===== src/rtl/operand_fetch.sv =====
`default_nettype none
// ============================================================================
// Module      : operand_fetch (with simple_processor_pkg)
// Description : Operand-fetch stage. Holds the architectural register file,
//               decodes the instruction word, reads both sources with a
//               same-cycle writeback bypass and hands a bundle to execute
//               through a one-entry valid/ready output register.
// Revision    : 1.0 - initial release
// ============================================================================

package simple_processor_pkg;
  localparam int DATA_WIDTH = 32;

  // Shift-unit function codes; any other code is passed through untouched.
  localparam logic [3:0] FUNC_SLL  = 4'd1;
  localparam logic [3:0] FUNC_SLLI = 4'd2;
  localparam logic [3:0] FUNC_SLR  = 4'd3;
  localparam logic [3:0] FUNC_SLRI = 4'd4;
endpackage

module operand_fetch #(
  parameter int DATA_WIDTH = simple_processor_pkg::DATA_WIDTH,
  parameter int NUM_REGS   = 32,
  localparam int AW        = $clog2(NUM_REGS)
) (
  input  logic                  clk_i,
  input  logic                  arst_i,
  input  logic [31:0]           instr_i,
  input  logic                  instr_valid_i,
  output logic                  instr_ready_o,
  input  logic                  wb_en_i,
  input  logic [AW-1:0]         wb_addr_i,
  input  logic [DATA_WIDTH-1:0] wb_data_i,
  output logic [DATA_WIDTH-1:0] rs1_data_o,
  output logic [DATA_WIDTH-1:0] rs2_data_o,
  output logic [3:0]            func_o,
  output logic [5:0]            imm_o,
  output logic [AW-1:0]         rd_addr_o,
  output logic                  valid_o,
  input  logic                  ready_i
);

  // Decoded instruction fields
  logic [3:0]            dec_func;
  logic [AW-1:0]         dec_rd;
  logic [AW-1:0]         dec_rs1;
  logic [AW-1:0]         dec_rs2;
  logic [5:0]            dec_imm;
  logic                  unused_instr_bits;

  // Register file and read path
  logic [DATA_WIDTH-1:0] regs [NUM_REGS];
  logic                  wb_hit;
  logic [DATA_WIDTH-1:0] rs1_read;
  logic [DATA_WIDTH-1:0] rs2_read;

  // Source addresses of the bundle currently held on the outputs
  logic [AW-1:0]         held_rs1;
  logic [AW-1:0]         held_rs2;
  logic                  capture;

  assign dec_func          = instr_i[3:0];
  assign dec_rd            = instr_i[4 +: AW];
  assign dec_rs1           = instr_i[9 +: AW];
  assign dec_rs2           = instr_i[14 +: AW];
  assign dec_imm           = instr_i[24:19];
  assign unused_instr_bits = ^instr_i[31:25];

  // Writes to x0 are dropped here so x0 never holds anything but zero.
  assign wb_hit = wb_en_i && (wb_addr_i != '0);

  // Source read with x0 forced to zero and same-cycle writeback bypass
  always_comb begin
    rs1_read = '0;
    rs2_read = '0;
    if (dec_rs1 != '0) begin
      rs1_read = (wb_hit && (wb_addr_i == dec_rs1)) ? wb_data_i : regs[dec_rs1];
    end
    if (dec_rs2 != '0) begin
      rs2_read = (wb_hit && (wb_addr_i == dec_rs2)) ? wb_data_i : regs[dec_rs2];
    end
  end

  // Accept a new instruction whenever the output slot is empty or draining.
  assign instr_ready_o = !valid_o || ready_i;
  assign capture       = instr_valid_i && instr_ready_o;

  // Architectural register file write port
  always_ff @(posedge clk_i or posedge arst_i) begin
    if (arst_i) begin
      for (int i = 0; i < NUM_REGS; i++) begin
        regs[i] <= '0;
      end
    end else if (wb_hit) begin
      regs[wb_addr_i] <= wb_data_i;
    end
  end

  // Output bundle register: capture, drain, and refresh of held operands
  always_ff @(posedge clk_i or posedge arst_i) begin
    if (arst_i) begin
      valid_o    <= 1'b0;
      rs1_data_o <= '0;
      rs2_data_o <= '0;
      func_o     <= '0;
      imm_o      <= '0;
      rd_addr_o  <= '0;
      held_rs1   <= '0;
      held_rs2   <= '0;
    end else if (capture) begin
      valid_o    <= 1'b1;
      rs1_data_o <= rs1_read;
      rs2_data_o <= rs2_read;
      func_o     <= dec_func;
      imm_o      <= dec_imm;
      rd_addr_o  <= dec_rd;
      held_rs1   <= dec_rs1;
      held_rs2   <= dec_rs2;
    end else if (valid_o) begin
      // A held bundle tracks writebacks so it never carries a stale operand.
      if (wb_hit && (wb_addr_i == held_rs1)) begin
        rs1_data_o <= wb_data_i;
      end
      if (wb_hit && (wb_addr_i == held_rs2)) begin
        rs2_data_o <= wb_data_i;
      end
      if (ready_i) begin
        valid_o <= 1'b0;
      end
    end
  end

endmodule
`default_nettype wire


===== config.mk =====
export PLATFORM = sky130hd
export DESIGN_NAME = operand_fetch
export DESIGN_NICKNAME = d
export VERILOG_FILES = /design/src/rtl/operand_fetch.sv
export SDC_FILE = /design/constraint.sdc
export NUM_CORES = 2
export LEC_CHECK = 0
export BUFFER_PORTS_ARGS = -buffer_cell sky130_fd_sc_hd__clkbuf_2
export CORE_AREA = 2 2 527 372
export DETAILED_ROUTE_END_ITERATION = 10
export DIE_AREA = 0 0 529 374
export GPL_ROUTABILITY_DRIVEN = 0
export PLACE_DENSITY = 0.52
export SYNTH_ARGS = -nofsm -noshare
export SYNTH_HDL_FRONTEND = slang
export SYNTH_SLANG_ARGS = --single-unit

===== constraint.sdc =====
create_clock -name clk_i -period 95.4 [get_ports clk_i]
set_input_delay 4.77 -clock clk_i [delete_from_list [all_inputs] [get_ports clk_i]]
set_output_delay 4.77 -clock clk_i [all_outputs]
set_load 0.02 [all_outputs]

# Yosys cells after proc, flatten, opt, wreduce, memory -nomap -nowiden
# Cells that the tools add are included.
# totals
ff_bits,1114
latch_bits,0
ram_bits,0
romBits,0
input_bits,74
output_inout_bits,81
wordCells,90
n_memories,0
# classes
addsub,0
multipliers,0
div,0
n_lt_le_gt_ge,4
eq_ne,4
shifts,0
mux,22
bitwise,3
n_reduce_logical,17
# ops
cell,count
1024-bit bitwise mux,1
32-bit two-way mux,15
32-bit binary-select mux with 5-bit select,2
32-bit demux with 5-bit select,1
5-bit == test,4
"6-bit >= comparator, second input constant",3
5-bit NOT with 6-bit output,3
5-bit nonzero test,3
1-bit logical AND,7
"6-bit by 1-bit < comparator with 1-bit output, second input constant",1
2-bit nonzero test,3
2-bit AND reduction,2
1-bit two-way mux,3
1-bit zero test,1
1-bit logical OR,1

# Longest topological paths before layout
# logic_depth
word_depth,7
depth_mapped,9
mapped_depth_nobuf,5

# Least setup slack after synthesis
# No wires, ideal clock.
# synth_path
path_kind,input -> output
from,input port ready_i
to,output port instr_ready_o
arrival_ps,5013
t_required_ps,90630
slack_ps,85617
stages,1
n_path_buf,0
cell_sequence,nand2b_1
# synth_between
elab_chain_len,1
# synth_rtl
item,line_no,text
"start, declared",40,input logic ready_i
1-bit logical OR,85,assign instr_ready_o = !valid_o || ready_i;
"end, declared",30,"output logic instr_ready_o,"
# No other way between the ends.

# Worst setup path after layout
# Same ends and word-level chain as after synthesis.

==> reports/qor.csv <==
stage,metric,value,unit
yosys,synthesis.area,57580,um^2
floorplanning,fp.dieW,529,um
timing,rsz0062_at_grt,false,
placement,portBuffers,147,
global_routing,grt_pass1_wl,276.6,mm
floorplanning,die_area,197800,um^2
yosys,ys_warn_count,0,
timing,slew_headroom,21.76,%
route,firstDrtPassIters,7,
worst_hold_path,hp-class,register to register,
timing,clock_skew,0.03101,ns
global_routing,grt_max_degree,141,
setup_path,startpoint_type,input pin,
route,drtIter0Drc,3366,
final_layout,layout-drive-gt1-share,47.39,%
setup_path,max_stage_delay,0.18,ns
setup_path,worst_setup_path_end_kind,output pin,
floorplanning,rows,135,
floorplanning,start_util,29.90,%
clocking,cts_hold_buffers,0,
global_routing,grt_overflow_total,0,
clocking,ctsLongestPathBuffers,3,
timing,min_period_over_period,10.45,%
route,final_antenna_net_count,0,
clocking,clock_tree.htree_level_count,3,
clocking,cts_tree,built,
clocking,cts-root-buf,clkbuf_16,
setup_path,crit_buf_inv,2,
setup_path,cp_common_cell,clkbuf_2,
yosys,synthDistinctLibCells,36,
route,viasPerCell,5.599,
status,outcome,finished clean,
clocking,insertion_delay,0.76,ns
setup_path,worstSetupPathType,input pin to output pin,
global_routing,grtUsageTotal,19.22,%
yosys,syn_area_per_cell,14.96,um^2
setup_path,crit_family,buffers and inverters,
power,ir_worst_vdd,0.01576,mV
route,drc,0,
setup_path,critPathArrivalTime,5.20,ns
yosys,syn_nets,3922,
route,num_vias,35750,
power,p_leak,0.02730,uW
clocking,clk_pin_slew,0.06,ns
global_routing,antenna_found_initial,4,
timing,setup_viol,0,
global_routing,grt_pass1_vias,36390,
placement,dp_hpwl,106.5,mm
run,cap_violations,0,
yosys,ys.flop_type,dfrtp_1,
setup_path,crit_path_cell_trace,"clkbuf_2, nand2b_1, clkbuf_2",
timing,max_freq,0.1003,GHz
floorplanning,fp.dieH,374,um
yosys,ys_ff_latch,1114,
clocking,clock-sinks,1114,
clocking,cts_resized,0,
setup_path,cp.required,90.63,ns
final_layout,nNetsFinal,3831,
yosys,syn_inst,3848,
yosys,synth_edf_count,0,
yosys,synthArstFlopShare,100.0,%
route,wl,191.0,mm
timing,tightest_slew,1.163,ns
final_layout,area_delta_synth_final,11.96,%
final_layout,final_cell_mix,"dfrtp_1 (1,114), mux2_2 (844), mux4_2 (512)",
floorplanning,design.core.area,192600,um^2
final_layout,fin_util,33.48,%
timing,hold_viol,0,
yosys,ys_seq_area_share,48.42,%
floorplanning,ios,155,
clocking,cts_made_buffers,114,
timing,setup_tns,0,ns
timing,min_period,9.969,ns
route,avgRoutedWirePerCell,29.91,um
final_layout,mostFrequentLayoutCell,dfrtp_1,
timing,slew_violations,0,
setup_path,cp_max_fo,4,
power,powerDensity,21.27,nW/um^2
clocking,post_cts_buffers,0,
setup_path,crit_slowest_cell,nand2b_1,
## final timing paths
check | start | to | slack, ns | cells past startpoint
max | ready_i | instr_ready_o | 85.43 | 3
min | regs[1004]$_DFFE_PP0P_ | regs[1004]$_DFFE_PP0P_ | 0.39 | 0
max reg2reg | valid_o$_DFF_PP0_ | rs1_data_o[19]$_DFFE_PP0P_ | 92.45 | 7
min reg2reg | regs[1004]$_DFFE_PP0P_ | regs[1004]$_DFFE_PP0P_ | 0.39 | 0
max in group asynchronous | arst_i | rs1_data_o[27]$_DFFE_PP0P_ | 87.38 | 6
min in group asynchronous | arst_i | rs1_data_o[12]$_DFFE_PP0P_ | 4.15 | 2
## routing by layer
metal  up-vias  global-route usage, %  part of all wire, %  wire [um]
met5         -                      0                    0          0
met4         0                  4.899                  2.4       4599
met3       244                  3.040                  5.6      10720
met2      1089                  30.28                   47      88950
met1     19770                  27.52                   45      86700
li1      14650                      -                    -          -
## power by group
group | leakage, uW | switching [uW] | internal [uW]
clock | 0.00194 | 201 | 277
combinational | 0.0112 | 113 | 155
sequential | 0.0142 | 62.8 | 562
## cells by family (layout without fill, tap and decap cells)
group                  Yosys count  count (layout)  synth area share [%]
multiplexers                  1525            1525                 39.84
XOR/XNOR                        20              20                0.3042
AO/OA/AOI/OAI                  330             330                 4.316
buffers and inverters          510             513                 3.827
AND/OR/NAND/NOR                349             349                 3.297
flip-flops                    1114            1114                 48.42
other                            0               1                     0
## layout make-up
| class | count | area [um^2] |
|---|---|---|
| flip-flops and latches | 1114 | 27880 |
| clock inverters | 38 | 538.0 |
| multi-input cells | 2224 | 27750 |
| diodes | 1 | 2.502 |
| fillers | 18680 | 128100 |
| repair buffers | 234 | 1459 |
| well taps | 2534 | 3171 |
| inverters | 69 | 269.0 |
| clock buffers | 172 | 3395 |
## registers in the layout (all words and copies together), names as in the netlist
| signal | flops |
|---|---|
| regs | 1024 |
| rs1_data_o | 32 |
| rs2_data_o | 32 |
| imm_o | 6 |
| held_rs1 | 5 |
| held_rs2 | 5 |
| rd_addr_o | 5 |
| func_o | 4 |
| valid_o | 1 |
## synthesized netlist by cell type (2+ instances only)
cell      count  area [um^2]
mux4_2      512        11530
nand2b_1      8        50.05
dfrtp_1    1114        27880
a221o_1      64        640.6
nand3_1      11        55.05
buf_4        26        195.2
mux2_1      169         1903
nor4_1       65        406.6
a211oi_1    128        960.9
and2_0        6        37.54
clkbuf_1    232        870.8
buf_2       117        585.6
nor2_1       79        296.5
nor3_1        5        25.02
xnor2_1      20        175.2
mux2_2      844         9504
a41oi_1       2        17.52
and2_1      121        757.0
buf_6         6        67.56
inv_1        69        259.0
nor2b_1       8        50.05
nand2_1      34        127.6
nor3b_1       3        22.52
or2_1         2        12.51
buf_1        60        225.2
or3_1         3        18.77
o31ai_2       2        25.02
o21ai_0       4        20.02
o22ai_1     126        788.3
o31ai_1       2        15.01
## metrics by stage
| stage | power [uW] | hold WS [ns] | setup WS (ns) | std cells | area, um^2 |
|---|---|---|---|---|---|
| global placement | 891.5 | 0.3774 | 85.43 | 6175 | 60530 |
| detailed placement | 901.4 | 0.3833 | 85.43 | 6175 | 60530 |
| finish | 1371 | 0.3937 | 85.43 | 6386 | 64460 |
| CTS | 1383 | 0.3969 | 85.43 | 6385 | 64460 |
| global route | 1434 | 0.4113 | 85.41 | 6385 | 64460 |
| floorplan | 825.9 | 0.4413 | 59.26 | 3848 | 57580 |
Power figures use the tool's default switching activity.
